File: config.mk
export PLATFORM = sky130hd
export DESIGN_NAME = vga_timing_gen_flat
export DESIGN_NICKNAME = d
export VERILOG_FILES = /design/src/rtl/vga_pkg.sv /design/src/rtl/vga_timing_gen_if.sv /design/src/rtl/vga_axis_counter.sv /design/src/rtl/vga_timing_gen.sv /design/src/flat_wrapper.sv
export SDC_FILE = /design/constraint.sdc
export NUM_CORES = 1
export LEC_CHECK = 0
export BUFFER_PORTS_ARGS = -buffer_cell sky130_fd_sc_hd__clkbuf_2
export CELL_PAD_IN_SITES_DETAIL_PLACEMENT = 0
export CELL_PAD_IN_SITES_GLOBAL_PLACEMENT = 1
export CORE_MARGIN = 2
export CORE_UTILIZATION = 42
export DETAILED_ROUTE_END_ITERATION = 10
export PLACE_DENSITY = 0.75
export SKIP_LAST_GASP = 1
export SYNTH_ARGS = -nofsm -noshare
export SYNTH_HDL_FRONTEND = slang
export SYNTH_HIERARCHICAL = 1
export SYNTH_SLANG_ARGS = --single-unit
export TNS_END_PERCENT = 100
File: constraint.sdc
create_clock -name clk -period 4.2 [get_ports clk]
set_input_delay 1.05 -clock clk [delete_from_list [all_inputs] [get_ports clk]]
set_output_delay 1.05 -clock clk [all_outputs]
set_load 0.05 [all_outputs]
File: src/rtl/vga_pkg.sv
// Shared VGA timing definitions: standard mode timings, sync polarity
// constants and an elaboration-time width helper.
package vga_pkg;

    typedef struct packed {
        int h_display;
        int h_front;
        int h_sync;
        int h_back;
        int v_display;
        int v_front;
        int v_sync;
        int v_back;
    } vga_timing_t;

    localparam vga_timing_t VGA_640x480_60 = '{
        h_display: 32'd640, h_front: 32'd16, h_sync: 32'd96, h_back: 32'd48,
        v_display: 32'd480, v_front: 32'd10, v_sync: 32'd2,  v_back: 32'd33
    };

    // 40 MHz pixel clock
    localparam vga_timing_t SVGA_800x600_60 = '{
        h_display: 32'd800, h_front: 32'd40, h_sync: 32'd128, h_back: 32'd88,
        v_display: 32'd600, v_front: 32'd1,  v_sync: 32'd4,   v_back: 32'd23
    };

    localparam bit SYNC_NEG = 1'b0;
    localparam bit SYNC_POS = 1'b1;

    function automatic bit fits_in(input int value, input int width);
        return (value >= 32'sd0) && (longint'(value) < (64'sd1 <<< width));
    endfunction

endpackage

File: src/rtl/vga_timing_gen_if.sv
// Raster timing bundle between the timing generator and its consumers.
interface vga_timing_gen_if #(
    parameter int CNT_W   = 10,
    parameter int FRAME_W = 8
);
    logic               pix_en;
    logic [CNT_W-1:0]   hpos;
    logic [CNT_W-1:0]   vpos;
    logic               hsync;
    logic               vsync;
    logic               display_on;
    logic               vblank;
    logic               line_start;
    logic               frame_start;
    logic [FRAME_W-1:0] frame_cnt;

    modport master (
        input  pix_en,
        output hpos, vpos, hsync, vsync, display_on, vblank,
        output line_start, frame_start, frame_cnt
    );

    modport slave (
        output pix_en,
        input  hpos, vpos, hsync, vsync, display_on, vblank,
        input  line_start, frame_start, frame_cnt
    );
endinterface

File: src/rtl/vga_axis_counter.sv
// One raster axis: wrap counter with sync and active-area flags registered
// from the next position so they stay aligned with pos.
module vga_axis_counter
    import vga_pkg::*;
#(
    parameter int DISPLAY = 640,
    parameter int FRONT   = 16,
    parameter int SYNC    = 96,
    parameter int BACK    = 48,
    parameter bit POL     = SYNC_NEG,
    parameter int W       = 10
) (
    input  logic         clk,
    input  logic         reset,
    input  logic         step,
    output logic [W-1:0] pos,
    output logic         sync,
    output logic         active,
    output logic         wrap
);
    localparam logic [W-1:0] MAX_POS    = W'(DISPLAY + FRONT + SYNC + BACK - 1);
    localparam logic [W-1:0] SYNC_FIRST = W'(DISPLAY + FRONT);
    localparam logic [W-1:0] SYNC_LAST  = W'(DISPLAY + FRONT + SYNC - 1);
    localparam logic [W-1:0] ACTIVE_END = W'(DISPLAY);

    logic [W-1:0] pos_r;
    logic [W-1:0] next_pos_s;
    logic         sync_r;
    logic         active_r;

    assign wrap = (pos_r == MAX_POS);

    // Next position: hold, wrap to zero, or increment
    always_comb begin
        next_pos_s = pos_r;
        if (!step) begin
            next_pos_s = pos_r;
        end else if (wrap) begin
            next_pos_s = {W{1'b0}};
        end else begin
            next_pos_s = pos_r + W'(1);
        end
    end

    // Position and its decoded flags, registered on the same edge
    always_ff @(posedge clk or posedge reset) begin
        if (reset) begin
            pos_r    <= MAX_POS;
            sync_r   <= ~POL;
            active_r <= 1'b0;
        end else begin
            pos_r    <= next_pos_s;
            sync_r   <= ((next_pos_s >= SYNC_FIRST) && (next_pos_s <= SYNC_LAST)) ? POL : ~POL;
            active_r <= (next_pos_s < ACTIVE_END);
        end
    end

    assign pos    = pos_r;
    assign sync   = sync_r;
    assign active = active_r;

endmodule

File: src/rtl/vga_timing_gen.sv
// Parametrised VGA raster timing generator: chained horizontal/vertical
// counters, line/frame strobes and a wrapping frame counter.
module vga_timing_gen
    import vga_pkg::*;
#(
    parameter int H_DISPLAY  = VGA_640x480_60.h_display,
    parameter int H_FRONT    = VGA_640x480_60.h_front,
    parameter int H_SYNC     = VGA_640x480_60.h_sync,
    parameter int H_BACK     = VGA_640x480_60.h_back,
    parameter int V_DISPLAY  = VGA_640x480_60.v_display,
    parameter int V_FRONT    = VGA_640x480_60.v_front,
    parameter int V_SYNC     = VGA_640x480_60.v_sync,
    parameter int V_BACK     = VGA_640x480_60.v_back,
    parameter bit H_SYNC_POL = SYNC_NEG,
    parameter bit V_SYNC_POL = SYNC_NEG,
    parameter int CNT_W      = 10,
    parameter int FRAME_W    = 8
) (
    input  logic              clk,
    input  logic              reset,
    vga_timing_gen_if.master  bus
);
    localparam int H_MAX = H_DISPLAY + H_FRONT + H_SYNC + H_BACK - 1;
    localparam int V_MAX = V_DISPLAY + V_FRONT + V_SYNC + V_BACK - 1;

    if (!fits_in(H_MAX, CNT_W) || !fits_in(V_MAX, CNT_W)) begin : g_width_check
        $error("vga_timing_gen: H_MAX/V_MAX do not fit in CNT_W bits");
    end

    logic               h_wrap_s;
    logic               v_wrap_s;
    logic               v_step_s;
    logic               h_active_r;
    logic               v_active_r;
    logic               line_start_r;
    logic               frame_start_r;
    logic [FRAME_W-1:0] frame_cnt_r;

    // The vertical axis only moves on the pixel tick that wraps the line
    assign v_step_s = bus.pix_en & h_wrap_s;

    vga_axis_counter #(
        .DISPLAY(H_DISPLAY), .FRONT(H_FRONT), .SYNC(H_SYNC), .BACK(H_BACK),
        .POL(H_SYNC_POL), .W(CNT_W)
    ) u_h_axis (
        .clk(clk), .reset(reset), .step(bus.pix_en),
        .pos(bus.hpos), .sync(bus.hsync), .active(h_active_r), .wrap(h_wrap_s)
    );

    vga_axis_counter #(
        .DISPLAY(V_DISPLAY), .FRONT(V_FRONT), .SYNC(V_SYNC), .BACK(V_BACK),
        .POL(V_SYNC_POL), .W(CNT_W)
    ) u_v_axis (
        .clk(clk), .reset(reset), .step(v_step_s),
        .pos(bus.vpos), .sync(bus.vsync), .active(v_active_r), .wrap(v_wrap_s)
    );

    // Line/frame strobes and the frame counter, aligned with the position wrap
    always_ff @(posedge clk or posedge reset) begin
        if (reset) begin
            line_start_r  <= 1'b0;
            frame_start_r <= 1'b0;
            frame_cnt_r   <= {FRAME_W{1'b0}};
        end else begin
            line_start_r  <= v_step_s;
            frame_start_r <= v_step_s & v_wrap_s;
            if (v_step_s && v_wrap_s) begin
                frame_cnt_r <= frame_cnt_r + FRAME_W'(1);
            end else begin
                frame_cnt_r <= frame_cnt_r;
            end
        end
    end

    assign bus.display_on  = h_active_r & v_active_r;
    assign bus.vblank      = ~v_active_r;
    assign bus.line_start  = line_start_r;
    assign bus.frame_start = frame_start_r;
    assign bus.frame_cnt   = frame_cnt_r;

endmodule

File: src/flat_wrapper.sv
// flat-port wrapper written by rule: the top's interface ports become plain ports
module vga_timing_gen_flat import vga_pkg::*;
#(
    parameter int H_DISPLAY  = VGA_640x480_60.h_display,
    parameter int H_FRONT    = VGA_640x480_60.h_front,
    parameter int H_SYNC     = VGA_640x480_60.h_sync,
    parameter int H_BACK     = VGA_640x480_60.h_back,
    parameter int V_DISPLAY  = VGA_640x480_60.v_display,
    parameter int V_FRONT    = VGA_640x480_60.v_front,
    parameter int V_SYNC     = VGA_640x480_60.v_sync,
    parameter int V_BACK     = VGA_640x480_60.v_back,
    parameter bit H_SYNC_POL = SYNC_NEG,
    parameter bit V_SYNC_POL = SYNC_NEG,
    parameter int CNT_W      = 10,
    parameter int FRAME_W    = 8
)
  (clk, reset, bus_pix_en, bus_hpos, bus_vpos, bus_hsync, bus_vsync, bus_display_on, bus_vblank, bus_line_start, bus_frame_start, bus_frame_cnt);
  vga_timing_gen_if #(.CNT_W(CNT_W), .FRAME_W(FRAME_W)) bus_i ();
  input  logic clk;
  input  logic reset;
  input wire logic [$bits(bus_i.pix_en)-1:0] bus_pix_en;
  output wire logic [$bits(bus_i.hpos)-1:0] bus_hpos;
  output wire logic [$bits(bus_i.vpos)-1:0] bus_vpos;
  output wire logic [$bits(bus_i.hsync)-1:0] bus_hsync;
  output wire logic [$bits(bus_i.vsync)-1:0] bus_vsync;
  output wire logic [$bits(bus_i.display_on)-1:0] bus_display_on;
  output wire logic [$bits(bus_i.vblank)-1:0] bus_vblank;
  output wire logic [$bits(bus_i.line_start)-1:0] bus_line_start;
  output wire logic [$bits(bus_i.frame_start)-1:0] bus_frame_start;
  output wire logic [$bits(bus_i.frame_cnt)-1:0] bus_frame_cnt;
  assign bus_i.pix_en = bus_pix_en;
  assign bus_hpos = bus_i.hpos;
  assign bus_vpos = bus_i.vpos;
  assign bus_hsync = bus_i.hsync;
  assign bus_vsync = bus_i.vsync;
  assign bus_display_on = bus_i.display_on;
  assign bus_vblank = bus_i.vblank;
  assign bus_line_start = bus_i.line_start;
  assign bus_frame_start = bus_i.frame_start;
  assign bus_frame_cnt = bus_i.frame_cnt;
  vga_timing_gen #(.H_DISPLAY(H_DISPLAY), .H_FRONT(H_FRONT), .H_SYNC(H_SYNC), .H_BACK(H_BACK), .V_DISPLAY(V_DISPLAY), .V_FRONT(V_FRONT), .V_SYNC(V_SYNC), .V_BACK(V_BACK), .H_SYNC_POL(H_SYNC_POL), .V_SYNC_POL(V_SYNC_POL), .CNT_W(CNT_W), .FRAME_W(FRAME_W)) u_core (.clk(clk), .reset(reset), .bus(bus_i));
endmodule
==> metrics.yaml, run 1 <==
synthCells: 200
clock_path_buffers: 2
yosysTopAreaCell: "dfrtp_1"
post_cts_buffers: 0
grt_pass1_vias: 1426
gp_congestion: 0.804
synth_area_um2: 2010
peakVddDrop_uv: 382
port_buffers: 36
coreArea_um2: 4660
fin_crit_sh_pct: 82.2
ys_seq_area_share_pct: 43.1
dp.final_hpwl_um: 3050
cts_tree: "built"
dieArea_um2: 5350
drive_above_1_share_pct: 31.0
viasPerCell: 5.51
cts_made_buffers: 5
p_per_area_nw_per_um2: 403
diodes: 0
r2r_slack_ns: 0.75
fin_crit_ns: 3.45
area_growth_pct: 12.5
path_clk_slew_ns: 0.07
worstMarginPinSlew_ns: 0.703
cts_resized: 0
firstDrtPassIters: 4
async_reset_ff_share_pct: 100
worstPathArrival_ns: 3.65
fin_nets: 238
fmax_ghz: 0.290
synth_common_cells: "22 x dfrtp_1, 17 x nor2_1, 14 x nand3_1"
hp-class: "flip-flop to flip-flop"
yosys_warnings: 6
synth_edf_count: 0
die_h_um: 73.1
drv_cap: 0
status: "finished, final reports clean"
rsz0062_at_grt: "no"
hold_viol_final: 0
maxSlewViolCount: 0
synth-main-ff-cell: "dfrtp_1"
dpl-instance-area_um2: 2170
synth_top_cell_area_share_pct: 27.4
setup_tns_ns: 0
clkLatencyLatePin_ns: 0.29
drc_errors: 0
finalClockSkew_ns: 0.00650
num_vias: 1576
synth.avg_cell_area_um2: 10.0
ys_seq_elements: 34
synth_area_leaders: "dfrtp_1 27%, dfstp_2 16%, xor2_1 5.2%"
overflow: 0
yosysMostFrequentCell: "dfrtp_1"
grt_max_degree: 13
drtAntennaViolNets: 0
p_total_uw: 910
cp_data_required_time_ns: 4.40
clkSinkCount: 34
routed_wl_um: 4260
initial_core_util_pct: 43.1
path_class: "flip-flop to flip-flop"
ctsHoldBuffers: 0
die_w_um: 73.1
grt_pass1_wl_um: 7120
final_cell_area_um2: 2260
worstSetupStartpointType: "flip-flop"
cp_max_fo: 11
wl_per_cell_um: 14.9
grt_usage_pct: 17.3
crit_path_end_kind: "flip-flop"
synth.net_count: 207
htree_levels: 2
rows: 25
antenna_found_initial: 0
synth.distinct_cells: 52
leakage_nw: 0.993
io_pins: 37
cts_root_buf: "clkbuf_8"
slew_headroom_pct: 52.8
dr.first_iter.drc_count: 71
setup_viol: 0
critical path: stages, from the launching register on:
cell and delay, ns:
dfstp_2 0.62, or3b_4 0.41, or3_1 0.42, nor2_1 0.32, and2_2 0.37, nand3_4 0.10, or2_4 0.27, or4b_4 0.52
a22oi_2 0.21, nand4b_1 0.11
layout by cell type, fill, tap and decap left out, drive strengths merged, types with 2 or more instances in the layout:
| master | synthesis | layout |
|---|---|---|
| dfrtp | 22 | 22 |
| and2 | 4 | 4 |
| mux2 | 2 | 2 |
| o21ai | 7 | 7 |
| nor3 | 5 | 5 |
| and4 | 3 | 3 |
| ha | 4 | 4 |
| mux2i | 2 | 2 |
| and3 | 6 | 6 |
| xor2 | 12 | 12 |
| xnor2 | 9 | 9 |
| a21oi | 3 | 3 |
| a211oi | 3 | 3 |
| dfstp | 12 | 12 |
| or3 | 5 | 5 |
| nand4 | 8 | 8 |
| nor2 | 17 | 17 |
| nand2 | 13 | 13 |
| nand4b | 2 | 2 |
| clkbuf | 5 | 44 |
| inv | 9 | 9 |
| nor4 | 3 | 3 |
| nand2b | 2 | 2 |
| nand3 | 17 | 17 |
| or4 | 2 | 2 |
kinds of logic after synthesis:
logic type,share of synthesized area (%)
simple gates,28.2
flops,43.1
compound gates,8.79
xor+xnor,9.16
buf+inv,6.05
mux,2.12
fa+ha+maj,2.49
report_power, final:
part | total [mW] | leakage (nW) | internal (mW) | switching (mW)
registers | 0.429 | 0.416 | 0.372 | 0.0566
logic | 0.232 | 0.531 | 0.0676 | 0.164
clock network | 0.250 | 0.0455 | 0.134 | 0.116
total | 0.910 | 0.993 | 0.574 | 0.337
stage by stage:
| step | hold slack [ns] | utilization [%] | worst slack (ns) | instances |
|---|---|---|---|---|
| after global routing | 0.503 | 48.4 | 0.586 | 286 |
| after global placement | 0.457 | 46.5 | 0.867 | 278 |
| after floorplan | 0.619 | - | 0.761 | 200 |
| final | 0.472 | 48.4 | 0.746 | 286 |
| after CTS | 0.473 | 48.4 | 0.741 | 286 |
| after detailed placement | 0.458 | 46.5 | 0.768 | 278 |
area by class of cell:
class	count	area, µm²
multi-input combinational	145	1020
fill	441	2400
tap	54	67.6
timing repair buffer	36	180
inverter	9	33.8
clock buffer	8	90.1
sequential	34	866
registers in the layout (all words and copies together), names as in the netlist:
| register | count |
|---|---|
| u_core/bus.line_start | 1 |
| u_core/u_v_axis/active | 1 |
| u_core/u_h_axis/active | 1 |
| u_core/bus.frame_cnt | 8 |
| u_core/u_v_axis/pos | 10 |
| u_core/u_h_axis/sync | 1 |
| u_core/u_v_axis/sync | 1 |
| u_core/bus.frame_start | 1 |
| u_core/u_h_axis/pos | 10 |
final timing paths:
kind,end,cells past startpoint,from
max in group asynchronous,u_core/u_h_axis/pos[8],2,reset
worst min-delay path,u_core/bus.frame_cnt[7],1,u_core/bus.frame_cnt[7]
worst max-delay path,u_core/u_v_axis/sync,9,u_core/u_h_axis/pos[4]
min in group asynchronous,u_core/bus.frame_cnt[4],2,reset
worst min register to register,u_core/bus.frame_cnt[7],1,u_core/bus.frame_cnt[7]
worst max register to register,u_core/u_v_axis/sync,9,u_core/u_h_axis/pos[4]
metal layers:
layer / vias to the layer above / share of wire, % / track usage (%)
met5: - / 0 / 0
met1: 754 / 46 / 23.4
met2: 44 / 48 / 26.7
met3: 4 / 5.1 / 3.45
met4: 0 / 1.0 / 7.82
li1: 774 / - / -
Note: power is estimated with default switching activity, not from simulation.
==> inputs of run 2 (changes only) <==
Settings changed: ABC_AREA from default to 1, CORE_UTILIZATION 42 to 40.
Clock period 4.2 ns to 3.5 ns, I/O delays scaled along.
==> metrics.yaml, run 2 <==
grt_max_degree: 13
final_cell_mix: "66 x nand2_1, 45 x inv_1, 36 x clkbuf_2"
critPathTopFamily: "simple AND/OR/NAND/NOR gates"
grt_pass1_vias: 1593
synth.net_count: 257
ys_seq_area_share_pct: 43.3
path_class: "flip-flop to flip-flop"
synth_area_um2: 2000
max_stage_delay_ns: 0.58
crit_path_end_kind: "flip-flop"
finalClockSkew_ns: 0.00497
path_buf_inv: 1
num_vias: 1624
grt_pass1_wl_um: 7250
synthXorXnorAreaFrac_pct: 3.88
coreArea_um2: 4790
synth_edf_count: 0
rows: 25
die_w_um: 74.7
synth_top_cell_area_share_pct: 27.5
synthAdderAreaFrac_pct: 2.50
peakVddDrop_uv: 369
htree_levels: 2
worstPathArrival_ns: 2.57
cp_data_required_time_ns: 3.67
cts_made_buffers: 5
clkLatencyLatePin_ns: 0.29
cts_resized: 0
port_buffers: 36
final_cell_area_um2: 2340
setup_tns_ns: 0
synth_compound_area_share_pct: 2.13
leakage_nw: 1.25
wl_per_cell_um: 11.3
overflow: 0
layout_commonest_cell: "nand2_1"
worstMarginPinSlew_ns: 0.475
synthSimpleGateAreaFrac_pct: 38.8
fin_crit_ns: 2.39
fmax_ghz: 0.418
initial_core_util_pct: 41.8
cp_max_fo: 9
synthCells: 250
synth.avg_cell_area_um2: 8.00
clkSinkCount: 34
cp_cell_sequence: "ha_1, nand3_2, nor2_1, nand2_1, inv_1, nand3_2, nor2_2, nor2_1, nor2_4, nand2_2, nor2_2, nor2_1"
setup_viol: 0
rsz0062_at_grt: "no"
cts_tree: "built"
dp.final_hpwl_um: 3180
firstDrtPassIters: 4
area_growth_pct: 17.2
drv_cap: 0
ctsHoldBuffers: 0
regArea_um2: 866
diodes: 0
routed_wl_um: 4090
slew_headroom_pct: 68.3
cts_root_buf: "clkbuf_8"
ys_seq_elements: 34
synth_area_leaders: "dfrtp_1 28%, dfstp_2 16%, nand2_1 12%"
fin_nets: 300
yosys_warnings: 6
grt_usage_pct: 17.3
hold_viol_final: 0
dr.first_iter.drc_count: 92
io_pins: 37
synth-main-ff-cell: "dfrtp_1"
clock_path_buffers: 2
antenna_found_initial: 0
dieArea_um2: 5580
slowest_stage: "dfstp_2"
async_reset_ff_share_pct: 100
yosysTopAreaCell: "dfrtp_1"
muxShareOfSynthArea_pct: 0
multiInputGateArea_um2: 946
nFillCells: 484
drive_above_1_share_pct: 31.3
final_util_pct: 49.0
status: "finished, final reports clean"
worstSetupStartpointType: "flip-flop"
p_per_area_nw_per_um2: 556
die_h_um: 74.7
synth_common_cells: "66 x nand2_1, 45 x inv_1, 23 x nand3_1"
yosysMostFrequentCell: "nand2_1"
dpl-instance-area_um2: 2260
post_cts_buffers: 0
path_clk_slew_ns: 0.07
maxSlewViolCount: 0
fin_crit_sh_pct: 68.4
drtAntennaViolNets: 0
synth_top_family_by_area: "simple AND/OR/NAND/NOR gates"
viasPerCell: 4.50
synth.distinct_cells: 24
hp-class: "flip-flop to flip-flop"
drc_errors: 0
gp_congestion: 0.802
cp_common_cell: "nor2_1"
## run 2: final cells by class
type                       instances  area share [%]
sequential                        34            36.9
multi-input combinational        166            40.4
timing repair buffer              36            7.69
inverter                          50            8.01
clock buffer                       8            3.42
tap                               67            3.58
## run 2: path summary, 6_finish.rpt
check	start	end	slack, ns	cells after the start
setup / recovery	u_core/u_h_axis/pos[0]	u_core/u_v_axis/active	1.11	12
hold / removal	u_core/u_h_axis/pos[1]	u_core/u_h_axis/pos[1]	0.51	2
setup reg to reg	u_core/u_h_axis/pos[0]	u_core/u_v_axis/active	1.11	12
hold reg to reg	u_core/u_h_axis/pos[1]	u_core/u_h_axis/pos[1]	0.51	2
max in group asynchronous	reset	u_core/u_h_axis/pos[9]	2.55	2
min in group asynchronous	reset	u_core/bus.frame_cnt[1]	0.56	2
## run 2: per-layer routing
layer | up-vias | GRT usage (%) | wire, µm
li1 | 845 | - | -
met1 | 734 | 23.3 | 2020
met2 | 38 | 26.5 | 1810
met3 | 7 | 5.76 | 213
met4 | 0 | 5.36 | 53
met5 | - | 0 | 0
## run 2: worst min-delay path, stage by stage (launching register included)
cell     delay [ns]
dfstp_2        0.39
nand2_1        0.06
a21oi_1        0.06
## run 2: stage by stage
| stage | power, mW | setup WS (ns) | hold WS (ns) | std cells |
|---|---|---|---|---|
| global route | 1.40 | 0.845 | 0.538 | 361 |
| finish | 1.30 | 1.11 | 0.509 | 361 |
| CTS | 1.33 | 1.08 | 0.515 | 361 |
| floorplan | 0.940 | 1.12 | 0.594 | 250 |
| global placement | 1.04 | 1.18 | 0.500 | 353 |
| detailed placement | 1.04 | 1.10 | 0.504 | 353 |
## run 2: logic make-up after synthesis
| kind of cell | count (synthesis) |
|---|---|
| AND/OR/NAND/NOR | 146 |
| adder cells (fa/ha/maj) | 4 |
| XOR/XNOR | 8 |
| flip-flops | 34 |
| AO/OA/AOI/OAI | 8 |
| buffers and inverters | 50 |
## run 2: power breakdown
group,leakage [nW],internal (mW),switching (mW)
clock,0.0395,0.141,0.133
sequential,0.387,0.477,0.0765
combinational,0.828,0.123,0.352
==> inputs of run 3 (changes only) <==
Settings changed: CORE_UTILIZATION 40 to 36, PLACE_DENSITY 0.75 to 0.71.
Clock period 3.5 ns to 2.2 ns, I/O delays scaled along.
==> metrics.yaml, run 3 (synthesis gave the netlist of run 2 again) <==
worstSetupStartpointType: "flip-flop"
grt_pass1_wl_um: 7100
leakage_nw: 1.33
p_sw_uw: 944
final_cell_mix: "62 x nand2_1, 44 x inv_1, 36 x clkbuf_2"
dieArea_um2: 6170
drc_errors: 0
fin_crit_ns: 2.04
clkLatencyLatePin_ns: 0.28
r2r_slack_ns: 0.16
fin_nets: 312
firstDrtPassIters: 4
setup_viol: 0
coreArea_um2: 5440
clkSinkCount: 34
finalClockSkew_ns: 0.00553
wl_per_cell_um: 11.1
grt_max_degree: 13
combPwrFrac_pct: 40.0
seqPwrFrac_pct: 39.1
maxSlewViolCount: 0
switching_share_pct: 42.5
initial_core_util_pct: 36.8
drv_cap: 0
cts_tree: "built"
clkPwrFrac_pct: 20.9
cts_made_buffers: 5
cp_max_fo: 6
dr.first_iter.drc_count: 54
p_total_mw: 2.22
startpoint: "u_core/u_h_axis/pos[8]"
htree_levels: 2
area_growth_pct: 26.4
grt_usage_pct: 14.8
die_h_um: 78.5
cts_root_buf: "clkbuf_8"
r2r_start: "u_core/u_h_axis/pos[8]"
worstPathArrival_ns: 2.21
diodes: 0
dp.final_hpwl_um: 3280
p_per_area_nw_per_um2: 880
port_buffers: 36
num_vias: 1695
hp-class: "primary input to async pin"
drtAntennaViolNets: 0
dpl-instance-area_um2: 2340
drive_above_1_share_pct: 37.3
antenna_found_initial: 0
cp_data_required_time_ns: 2.37
worst_slack_ns: 0.163
rows: 27
peakVddDrop_uv: 665
worstMarginPinSlew_ns: 0.484
routed_wl_um: 4210
status: "finished, final reports clean"
timing.hold.ws_ns: 0.256
nFillCells: 551
die_w_um: 78.5
path_clk_slew_ns: 0.07
hold_viol_final: 0
ff2ff_path_depth: 15
fmax_ghz: 0.491
viasPerCell: 4.48
path_class: "flip-flop to flip-flop"
slew_headroom_pct: 67.7
io_pins: 37
crit_path_end_kind: "flip-flop"
dpl_worst_slack_ns: 0.105
fin_crit_sh_pct: 92.6
grt_pass1_vias: 1551
ctsHoldBuffers: 0
final_cell_area_um2: 2530
layout_commonest_cell: "nand2_1"
gp_congestion: 0.849
overflow: 0
clock_path_buffers: 2
internal_power_mw: 1.28
==> run 3: worst max-delay path, cell delays in order (launching register included) <==
cell	delay (ns)
dfstp_2	0.55
nand2_2	0.07
nor3_4	0.20
nand2_2	0.09
nor2_4	0.13
nand2_4	0.09
inv_8	0.08
nand2_4	0.05
nor2_4	0.18
nand2_2	0.08
nand2_1	0.06
nand2_1	0.05
inv_2	0.05
nand2_1	0.06
nor2_2	0.12
nor2_1	0.05
==> run 3: final cells by class <==
type	instances	area [µm²]	share of cell area, %
clock buffer	7	86.3	3.42
clock inverter	1	5.00	0.198
inverter	50	195	7.72
multi-input combinational	166	1010	39.9
sequential	34	873	34.6
tap	72	90.1	3.56
timing repair buffer	48	270	10.7
==> run 3: metal layers <==
metal	global-route usage, %	part of all wire, %	wire length (µm)
met3	3.22	3.5	148
met1	20.1	47	2000
met2	22.7	47	1990
met4	6.32	1.6	68
met5	0	0	0
==> run 3: metrics by stage <==
step | util, % | setup TNS (ns) | cells
after CTS | 44.7 | 0 | 372
after detailed placement | 43.1 | 0 | 364
after floorplan | - | 0 | 250
final | 46.5 | 0 | 378
after global routing | 46.5 | -0.00184 | 378
after global placement | 43.1 | 0 | 364
==> run 3: worst paths after layout <==
path	endpoint
max reg2reg	u_core/u_v_axis/active
min reg2reg	u_core/bus.frame_cnt[4]
min	u_core/bus.frame_start
min in group clk	u_core/bus.frame_cnt[4]
max in group asynchronous	u_core/u_h_axis/pos[9]
max	u_core/u_v_axis/active
==> run 3: power groups by stage <==
stage / registers, mW / clock network (mW) / logic, mW
global placement: 0.865 / 0 / 0.853
detailed placement: 0.870 / 0 / 0.850
finish: 0.868 / 0.465 / 0.890
floorplan: 1.17 / 0 / 0.342
CTS: 0.858 / 0.492 / 0.856
global route: 0.881 / 0.523 / 0.963
==> run 3: timing repair <==
action	in CTS	in global routing
gates resized for setup	0	12
endpoints found under the hold margin	0	0
endpoints found under the setup margin	0	2
setup buffers	0	6
